File: src/rtl/seven_seg_display_ctrl.sv
// Two-digit seven-segment PMOD scheduler: arbitrates requesters A/B once per frame, latches the
// owner's byte and multiplexes both digits with a blank gap. Macro SEV_SEG_BRIGHTNESS_EN adds PWM dimming.
module seven_seg_display_ctrl #(
  parameter int REFRESH_DIV  = 12000,
  parameter int BLANK_CYCLES = 120,
  parameter int HOLD_FRAMES  = 8
) (
  input  logic       i_clock,
  input  logic       i_reset_n,
  input  logic       i_req_a,
  input  logic [7:0] i_value_a,
  input  logic       i_req_b,
  input  logic [7:0] i_value_b,
`ifdef SEV_SEG_BRIGHTNESS_EN
  input  logic [3:0] i_brightness,
`endif
  output logic       o_grant_a,
  output logic       o_grant_b,
  output logic [6:0] o_sev_segments,
  output logic       o_sev_seg_cathode,
  output logic       o_frame_tick
);

  localparam int MAX_DWELL = (REFRESH_DIV > BLANK_CYCLES) ? REFRESH_DIV : BLANK_CYCLES;
  localparam int CW = $clog2(MAX_DWELL);
  localparam int HW = (HOLD_FRAMES > 1) ? $clog2(HOLD_FRAMES) : 1;
  localparam logic [CW-1:0] SHOW_LAST  = CW'(REFRESH_DIV - 1);
  localparam logic [CW-1:0] BLANK_LAST = CW'(BLANK_CYCLES - 1);
  localparam logic [HW-1:0] HOLD_LAST  = HW'(HOLD_FRAMES - 1);

  typedef enum logic [1:0] {SHOW0, BLANK0, SHOW1, BLANK1} state_t;

  state_t        state_q;
  logic [CW-1:0] cnt_q;
  logic [HW-1:0] hold_q, hold_d;
  logic          grantA_q, grantA_d;
  logic          grantB_q, grantB_d;
  logic          lastB_q, lastB_d;
  logic [7:0]    latch_q, latch_d;
  logic [6:0]    seg_q;
  logic          cathode_q;
  logic          tick_q;
  logic          dwellDone;
  logic          boundary;
  logic          dutyOn;
  logic          lit;

  function automatic logic [6:0] decode(input logic [3:0] nib);
    logic [6:0] s;
    case (nib)
      4'h0: s = 7'h3F; 4'h1: s = 7'h06; 4'h2: s = 7'h5B; 4'h3: s = 7'h4F;
      4'h4: s = 7'h66; 4'h5: s = 7'h6D; 4'h6: s = 7'h7D; 4'h7: s = 7'h07;
      4'h8: s = 7'h7F; 4'h9: s = 7'h6F; 4'hA: s = 7'h77; 4'hB: s = 7'h7C;
      4'hC: s = 7'h39; 4'hD: s = 7'h5E; 4'hE: s = 7'h79; default: s = 7'h71;
    endcase
    return s;
  endfunction

  assign dwellDone = (state_q == SHOW0 || state_q == SHOW1) ? (cnt_q == SHOW_LAST)
                                                            : (cnt_q == BLANK_LAST);
  assign boundary  = (state_q == BLANK1) && dwellDone;
  assign lit       = (grantA_q || grantB_q) && dutyOn;

`ifdef SEV_SEG_BRIGHTNESS_EN
  logic [3:0] bright_q;
  assign dutyOn = (cnt_q[3:0] <= bright_q);
`else
  assign dutyOn = 1'b1;
`endif

  // Frame-boundary arbitration: hold, then hand over, then keep, then round-robin from idle.
  always_comb begin
    grantA_d = 1'b0;
    grantB_d = 1'b0;
    hold_d   = '0;
    if (((grantA_q && i_req_a) || (grantB_q && i_req_b)) && (hold_q < HOLD_LAST)) begin
      grantA_d = grantA_q;
      grantB_d = grantB_q;
      hold_d   = hold_q + HW'(1);
    end else if (grantA_q && i_req_b) begin
      grantB_d = 1'b1;
    end else if (grantB_q && i_req_a) begin
      grantA_d = 1'b1;
    end else if (grantA_q && i_req_a) begin
      grantA_d = 1'b1;
    end else if (grantB_q && i_req_b) begin
      grantB_d = 1'b1;
    end else if (!grantA_q && !grantB_q) begin
      if (i_req_a && i_req_b) begin
        grantA_d = lastB_q;
        grantB_d = !lastB_q;
      end else begin
        grantA_d = i_req_a;
        grantB_d = i_req_b;
      end
    end
    lastB_d = grantB_d ? 1'b1 : (grantA_d ? 1'b0 : lastB_q);
    latch_d = grantA_d ? i_value_a : (grantB_d ? i_value_b : latch_q);
  end

  // Output registers follow the state one cycle late, so each state's outputs last its full dwell.
  always_ff @(posedge i_clock or negedge i_reset_n) begin
    if (!i_reset_n) begin
      state_q   <= SHOW0;
      cnt_q     <= '0;
      hold_q    <= '0;
      grantA_q  <= 1'b0;
      grantB_q  <= 1'b0;
      lastB_q   <= 1'b1;
      latch_q   <= 8'h00;
      seg_q     <= 7'h7F;
      cathode_q <= 1'b0;
      tick_q    <= 1'b0;
`ifdef SEV_SEG_BRIGHTNESS_EN
      bright_q  <= 4'hF;
`endif
    end else begin
      tick_q <= boundary;
      case (state_q)
        SHOW0: begin
          cathode_q <= 1'b1;
          seg_q     <= lit ? ~decode(latch_q[3:0]) : 7'h7F;
        end
        SHOW1: begin
          cathode_q <= 1'b0;
          seg_q     <= lit ? ~decode(latch_q[7:4]) : 7'h7F;
        end
        default: seg_q <= 7'h7F;
      endcase
      if (dwellDone) begin
        cnt_q <= '0;
        case (state_q)
          SHOW0:   state_q <= BLANK0;
          BLANK0:  state_q <= SHOW1;
          SHOW1:   state_q <= BLANK1;
          default: state_q <= SHOW0;
        endcase
      end else begin
        cnt_q <= cnt_q + CW'(1);
      end
      if (boundary) begin
        grantA_q <= grantA_d;
        grantB_q <= grantB_d;
        hold_q   <= hold_d;
        lastB_q  <= lastB_d;
        latch_q  <= latch_d;
`ifdef SEV_SEG_BRIGHTNESS_EN
        bright_q <= i_brightness;
`endif
      end
    end
  end

  assign o_grant_a         = grantA_q;
  assign o_grant_b         = grantB_q;
  assign o_sev_segments    = seg_q;
  assign o_sev_seg_cathode = cathode_q;
  assign o_frame_tick      = tick_q;

endmodule

File: config.mk
export PLATFORM = sky130hd
export DESIGN_NAME = seven_seg_display_ctrl
export DESIGN_NICKNAME = d
export VERILOG_FILES = /design/src/rtl/seven_seg_display_ctrl.sv
export SDC_FILE = /design/constraint.sdc
export NUM_CORES = 1
export LEC_CHECK = 0
export CAP_MARGIN = 20
export CORE_UTILIZATION = 40
export DETAILED_ROUTE_END_ITERATION = 12
export HOLD_SLACK_MARGIN = 0.02
export MAX_ROUTING_LAYER = met4
export SYNTH_ARGS = -nofsm -noshare
export SYNTH_HDL_FRONTEND = slang
export SYNTH_SLANG_ARGS = --single-unit
File: constraint.sdc
create_clock -name i_clock -period 2.6 [get_ports i_clock]
set_clock_uncertainty 0.1 [all_clocks]
set_input_delay 0.52 -clock i_clock [delete_from_list [all_inputs] [get_ports i_clock]]
set_output_delay 0.52 -clock i_clock [all_outputs]
set_load 0.01 [all_outputs]
==> flow_metrics.tcl, run 1 <==
set metrics [dict create \
    fin_area_um2 3000 \
    drive_gt1_share_pct 12.3 \
    required_ns 2.67 \
    syn_avg_cell_area_um2 9.33 \
    die_y_um 80.9 \
    overflow 0 \
    path_clk_slew_ns 0.08 \
    setup_viol 0 \
    rsz0062_at_grt "false" \
    wire_per_inst_um 14.2 \
    wl_met2_um 2380 \
    insertion_delay_ns 0.30 \
    n_fill_cell 565 \
    cts_hold_buf 0 \
    yosysSeqAreaShare_pct 39.6 \
    first_pass_iters 4 \
    wl_um 5350 \
    cts_resized 0 \
    antenna_left 0 \
    routed_via_density 5.40 \
    setup.worst_path.end_class "register" \
    initial_utilization_pct 41.8 \
    diodes 0 \
    drtIter0Drc 129 \
    ys.flop_type "dfrtp_1" \
    report.final.slew_viol_count 0 \
    grt_pass1_wl_um 9050 \
    regToRegStartpoint "state_q[0]" \
    postCtsSetupBuffers 0 \
    min_period_over_period_pct 92.4 \
    hpwl_um 3870 \
    cts-root-buf "clkbuf_8" \
    yosysTopAreaCell "dfrtp_1" \
    met3_length_um 180 \
    multi_input_area_um2 1390 \
    cts_buffer_depth 2 \
    arrival_ns 2.48 \
    ir_drop_uv 170 \
    cts_inserted_buffers 5 \
    antenna_found_initial 0 \
    finalSetupTns_ns 0 \
    synth_top_area_share_pct 31.1 \
    gp_congestion 0.845 \
    drt-met1-wl_um 2730 \
    crit_type "register to register" \
    leakagePower_nw 1.34 \
    die_w_um 80.9 \
    grt_max_degree 40 \
    synthToLayoutAreaGrowth_pct 20.5 \
    netlist_area_um2 2490 \
    rows 28 \
    reg2reg_slack_ns 0.20 \
    synth_cell_types 51 \
    drc 0 \
    drv_cap 0 \
    syn_inst 267 \
    ys_warn_count 0 \
    synth_area_leaders "dfrtp_1 31%, ha_1 8.5%, dfstp_2 8.4%" \
    finalHoldViolations 0 \
    cts.sinks 39 \
    crit_path_start "state_q[0]" \
    num_vias 2029 \
    worstMarginPinSlew_ns 0.862 \
    p_per_area_nw_per_um2 400 \
    cts_tree "yes" \
    crit_fanout 8 \
    port_buffers 30 \
    htreeDepth 2 \
    grt_pass1_vias 1852 \
    max_freq_mhz 416 \
    top_layer "met4" \
    r2r-end "latch_q[1]" \
    cp-start-kind "register" \
    die_area_um2 6550 \
    outcome "complete, no violations" \
    placed_cell_area_um2 2880 \
    worstSetupEndpoint "latch_q[1]" \
    ys_ff_latch 39 \
    min_period_ns 2.40 \
    rr_worst_depth 7 \
    nets 337 \
    io_pins 31 \
    synth-edff-count 0 \
    syn_nets 304 \
    relSlewSlack_pct 42.5 \
    core_um2 5960 \
    async_reset_ff_share_pct 100 \
    hold_class "primary input to asynchronous set/reset pin" \
    track_usage_pct 18.7 \
    seqCellArea_um2 986 \
]
[final cells by class]
cell class	instances	area share [%]
multi-input combinational	200	46.3
sequential	39	32.8
timing repair buffer	38	11.8
tap	75	3.13
clock buffer	6	2.75
inverter	16	2.00
clock inverter	2	1.17
[cell usage in the layout (no fill, tap or decap), drive strengths merged, types with 2 or more instances in the layout]
cell            n
a211oi          3
a21oi           7
a22oi           3
a31o            2
and2            4
and3            6
and4b           2
buf             9
clkbuf          6
clkdlybuf4s50  29
dfrtp          31
dfstp           8
ha             17
inv            16
mux2            2
mux2i           6
mux4            2
nand2          25
nand3          17
nand4          10
nor2           33
nor2b           6
nor3            3
nor4b           2
o2111ai         2
o211ai         10
o21ai          10
o31ai           2
o32ai           2
xnor2           4
xor2            8
[per-stage QoR]
stage          std cells  hold slack [ns]  setup slack [ns]  util [%]  power, mW
2_1_floorplan        267            0.124             0.419         -      0.631
3_3_place_gp         368            0.375             0.251      48.4      0.678
3_5_place_dp         368            0.380             0.166      48.4      0.678
4_1_cts              376            0.273             0.167      50.4       1.21
5_1_grt              376            0.308            0.0581      50.4       1.24
6_report             376            0.239             0.197      50.4       1.20
[cells in the mapped netlist, types with 2 or more instances]
master	instances
a211oi_1	3
a21oi_1	7
a22oi_1	3
a31o_2	2
and2_1	3
and3_1	6
and4b_1	2
buf_2	2
clkbuf_1	7
dfrtp_1	31
dfstp_2	8
ha_1	17
inv_1	16
mux2_2	2
mux2i_1	6
mux4_2	2
nand2_1	24
nand3_1	17
nand4_1	10
nor2_1	33
nor2b_1	6
nor3_1	2
o211ai_1	10
o21ai_0	9
o31ai_1	2
o32ai_1	2
xnor2_1	4
xor2_1	8
[how the worst min path moves through the flow]
stage	from	endpoint	slack, ns	depth (start not counted)
6_report	i_reset_n	o_grant_b	0.24	1
3_5_place_dp	cnt_q[0]	cnt_q[0]	0.38	1
4_1_cts	i_reset_n	cnt_q[6]	0.27	1
5_1_grt	i_reset_n	latch_q[7]	0.31	1
2_1_floorplan	i_reset_n	cnt_q[0]	0.12	0
3_3_place_gp	cnt_q[0]	cnt_q[0]	0.38	1
[critical path, stage by stage (launching register included)]
cell	delay, ns
dfrtp_1	0.39
inv_1	0.09
ha_1	0.21
or2_1	0.26
o41a_4	0.40
nor4b_4	0.36
o21a_1	0.35
o211ai_1	0.13
[metal layers]
metal	up-vias	GRT usage [%]
li1	1013	-
met1	968	26.1
met2	41	26.9
met3	7	3.71
met4	0	6.61
met5	-	-
[kinds of logic after synthesis]
| group | share of synthesized area, % |
|---|---|
| flip-flops | 39.6 |
| AO/OA/AOI/OAI | 14.5 |
| XOR/XNOR | 4.22 |
| AND/OR/NAND/NOR | 23.4 |
| buffers and inverters | 4.67 |
| multiplexers | 5.12 |
| adder cells (fa/ha/maj) | 8.54 |
[power by group]
part / leakage, nW / internal, mW / total [mW] / switching, mW
clock network: 0.0612 / 0.311 / 0.536 / 0.225
logic: 0.835 / 0.0300 / 0.0591 / 0.0291
registers: 0.444 / 0.607 / 0.607 / 0
[registers in the layout (all words and copies together), names as in the netlist]
| signal | count |
|---|---|
| cnt_q | 14 |
| hold_q | 3 |
| lastB_q | 1 |
| latch_q | 8 |
| o_frame_tick | 1 |
| o_grant_a | 1 |
| o_grant_b | 1 |
| o_sev_seg_cathode | 1 |
| o_sev_segments | 7 |
| state_q | 2 |
(Power assumes the default switching activity.)
==> run 2: changes to the inputs <==
--- a/config.mk
+++ b/config.mk
@@ -6,10 +6,11 @@
 export NUM_CORES = 1
 export LEC_CHECK = 0
 export CAP_MARGIN = 20
-export CORE_UTILIZATION = 40
+export CORE_UTILIZATION = 56
 export DETAILED_ROUTE_END_ITERATION = 12
 export HOLD_SLACK_MARGIN = 0.02
 export MAX_ROUTING_LAYER = met4
+export PLACE_DENSITY = 0.8
 export SYNTH_ARGS = -nofsm -noshare
 export SYNTH_HDL_FRONTEND = slang
 export SYNTH_SLANG_ARGS = --single-unit
==> run 2 against run 1 <==
  * Non-clock buffer count is the same
  * Sequential power is essentially flat
  * Highest routed layer unchanged
  * Critical path type unchanged
  * Cell area shrank 1.7%
  * Fmax grew 0.37%
  * Register-to-register slack is essentially flat
  * Total power shrank 8.8%
  * Via count grew 2.4%
==> flow_metrics.tcl, run 2 (synthesis results as in run 1) <==
set metrics [dict create \
    finalHoldViolations 0 \
    postCtsSetupBuffers 0 \
    routed_via_density 5.92 \
    min_period_ns 2.39 \
    fin_hold_ws_ns 0.208 \
    outcome "complete, no violations" \
    critPathMaxStageDelay_ns 0.40 \
    leakagePower_nw 1.33 \
    core_um2 4140 \
    combPwrFrac_pct 5.3 \
    fin_area_um2 2950 \
    required_ns 2.74 \
    hold_class "primary input to asynchronous set/reset pin" \
    r2r-end "lastB_q" \
    die_w_um 68.7 \
    setup.worst_path.end_class "register" \
    reg2reg_slack_ns 0.21 \
    netSwitchingFraction_pct 22.2 \
    arrival_ns 2.53 \
    cp-start-kind "register" \
    relSlewSlack_pct 45.4 \
    rows 23 \
    diodes 0 \
    power.share.sequential_pct 55.4 \
    cts_resized 0 \
    drv_cap 0 \
    gp_congestion 0.830 \
    htreeDepth 2 \
    track_usage_pct 25.7 \
    grt_max_degree 40 \
    initial_utilization_pct 60.1 \
    ir_drop_uv 347 \
    hpwl_um 3820 \
    cts_hold_buf 0 \
    min_period_over_period_pct 92.1 \
    final_common_cell "nor2_1" \
    power.internal_mw 0.853 \
    overflow 0 \
    first_pass_iters 4 \
    top_layer "met4" \
    worstMarginPinSlew_ns 0.819 \
    regToRegStartpoint "state_q[0]" \
    p_per_area_nw_per_um2 371 \
    cts_tree "yes" \
    crit_chain "inv_1 > ha_1 > or2_1 > o41a_4 > nor4b_4 > buf_4 > nand2_1 > a22o_1" \
    largest_register_ffs 14 \
    drc 0 \
    rr_worst_depth 8 \
    crit_slowest_cell "o41a_4" \
    die_area_um2 4720 \
    drt-met1-wl_um 2450 \
    port_buffers 30 \
    num_vias 2077 \
    clkPwrFrac_pct 39.4 \
    cts.sinks 39 \
    insertion_delay_ns 0.30 \
    cts-root-buf "clkbuf_8" \
    grt_pass1_vias 1911 \
    placed_cell_area_um2 2850 \
    crit_fanout 12 \
    drive_gt1_share_pct 12.3 \
    wl_met2_um 2420 \
    io_pins 31 \
    wl_um 5150 \
    rsz0062_at_grt "false" \
    nets 337 \
    synthToLayoutAreaGrowth_pct 18.5 \
    finalSetupTns_ns 0 \
    setup_viol 0 \
    met3_length_um 241 \
    final_cell_mix "33 x nor2_1, 31 x dfrtp_1, 29 x clkdlybuf4s50_1, 24 x nand2_1" \
    path_clk_slew_ns 0.08 \
    die_y_um 68.7 \
    cts_inserted_buffers 5 \
    p_switching_mw 0.243 \
    drtIter0Drc 126 \
    antenna_found_initial 0 \
    max_freq_mhz 418 \
    final_util_pct 71.2 \
    crit_type "register to register" \
    antenna_left 0 \
    regMostFlops "cnt_q" \
    report.final.slew_viol_count 0 \
    cts_buffer_depth 2 \
    wire_per_inst_um 14.7 \
    grt_pass1_wl_um 8680 \
]
run 2: critical path, delay by kind of cell (launching register included):
kind                     cells  cell delay (ns)
adder cells (fa/ha/maj)      1             0.21
AO/OA/AOI/OAI                2             0.63
AND/OR/NAND/NOR              3             0.64
buffers and inverters        2             0.36
flip-flops                   1             0.39
run 2: power groups by stage:
stage	clock [mW]	combinational (mW)	sequential [mW]
6_report	0.432	0.0576	0.607
3_5_place_dp	0	0.0579	0.618
4_1_cts	0.441	0.0583	0.607
5_1_grt	0.464	0.0648	0.607
2_1_floorplan	0	0.0124	0.618
3_3_place_gp	0	0.0577	0.618
run 2: cell type report:
type / instances / area (um^2)
Clock inverter: 2 / 16.3
Clock buffer: 6 / 82.6
Fill cell: 326 / 1190
Inverter: 16 / 60.1
Timing Repair Buffer: 38 / 355
Tap cell: 50 / 62.6
Multi-Input combinational cell: 200 / 1390
Sequential cell: 39 / 986
run 2: worst max-delay path by stage:
stage / end / start / depth (start not counted)
final: lastB_q / state_q[0] / 8
after global routing: lastB_q / state_q[0] / 8
after CTS: lastB_q / state_q[0] / 8
after detailed placement: lastB_q / state_q[0] / 8
after global placement: lastB_q / state_q[0] / 8
after floorplan: latch_q[3] / state_q[0] / 7
run 2: stage by stage:
step           instances  setup WS (ns)  power, mW
3_5_place_dp         343          0.214      0.676
2_1_floorplan        267          0.419      0.631
4_1_cts              351          0.201       1.11
5_1_grt              351         0.0868       1.14
3_3_place_gp         343          0.254      0.676
6_report             351          0.206       1.10
run 2: layer usage:
layer  track usage (%)  vias up
met2              40.0       63
met4              8.67        0
li1                  -     1017
met1              33.3      993
met3              5.59        4
met5                 -        -
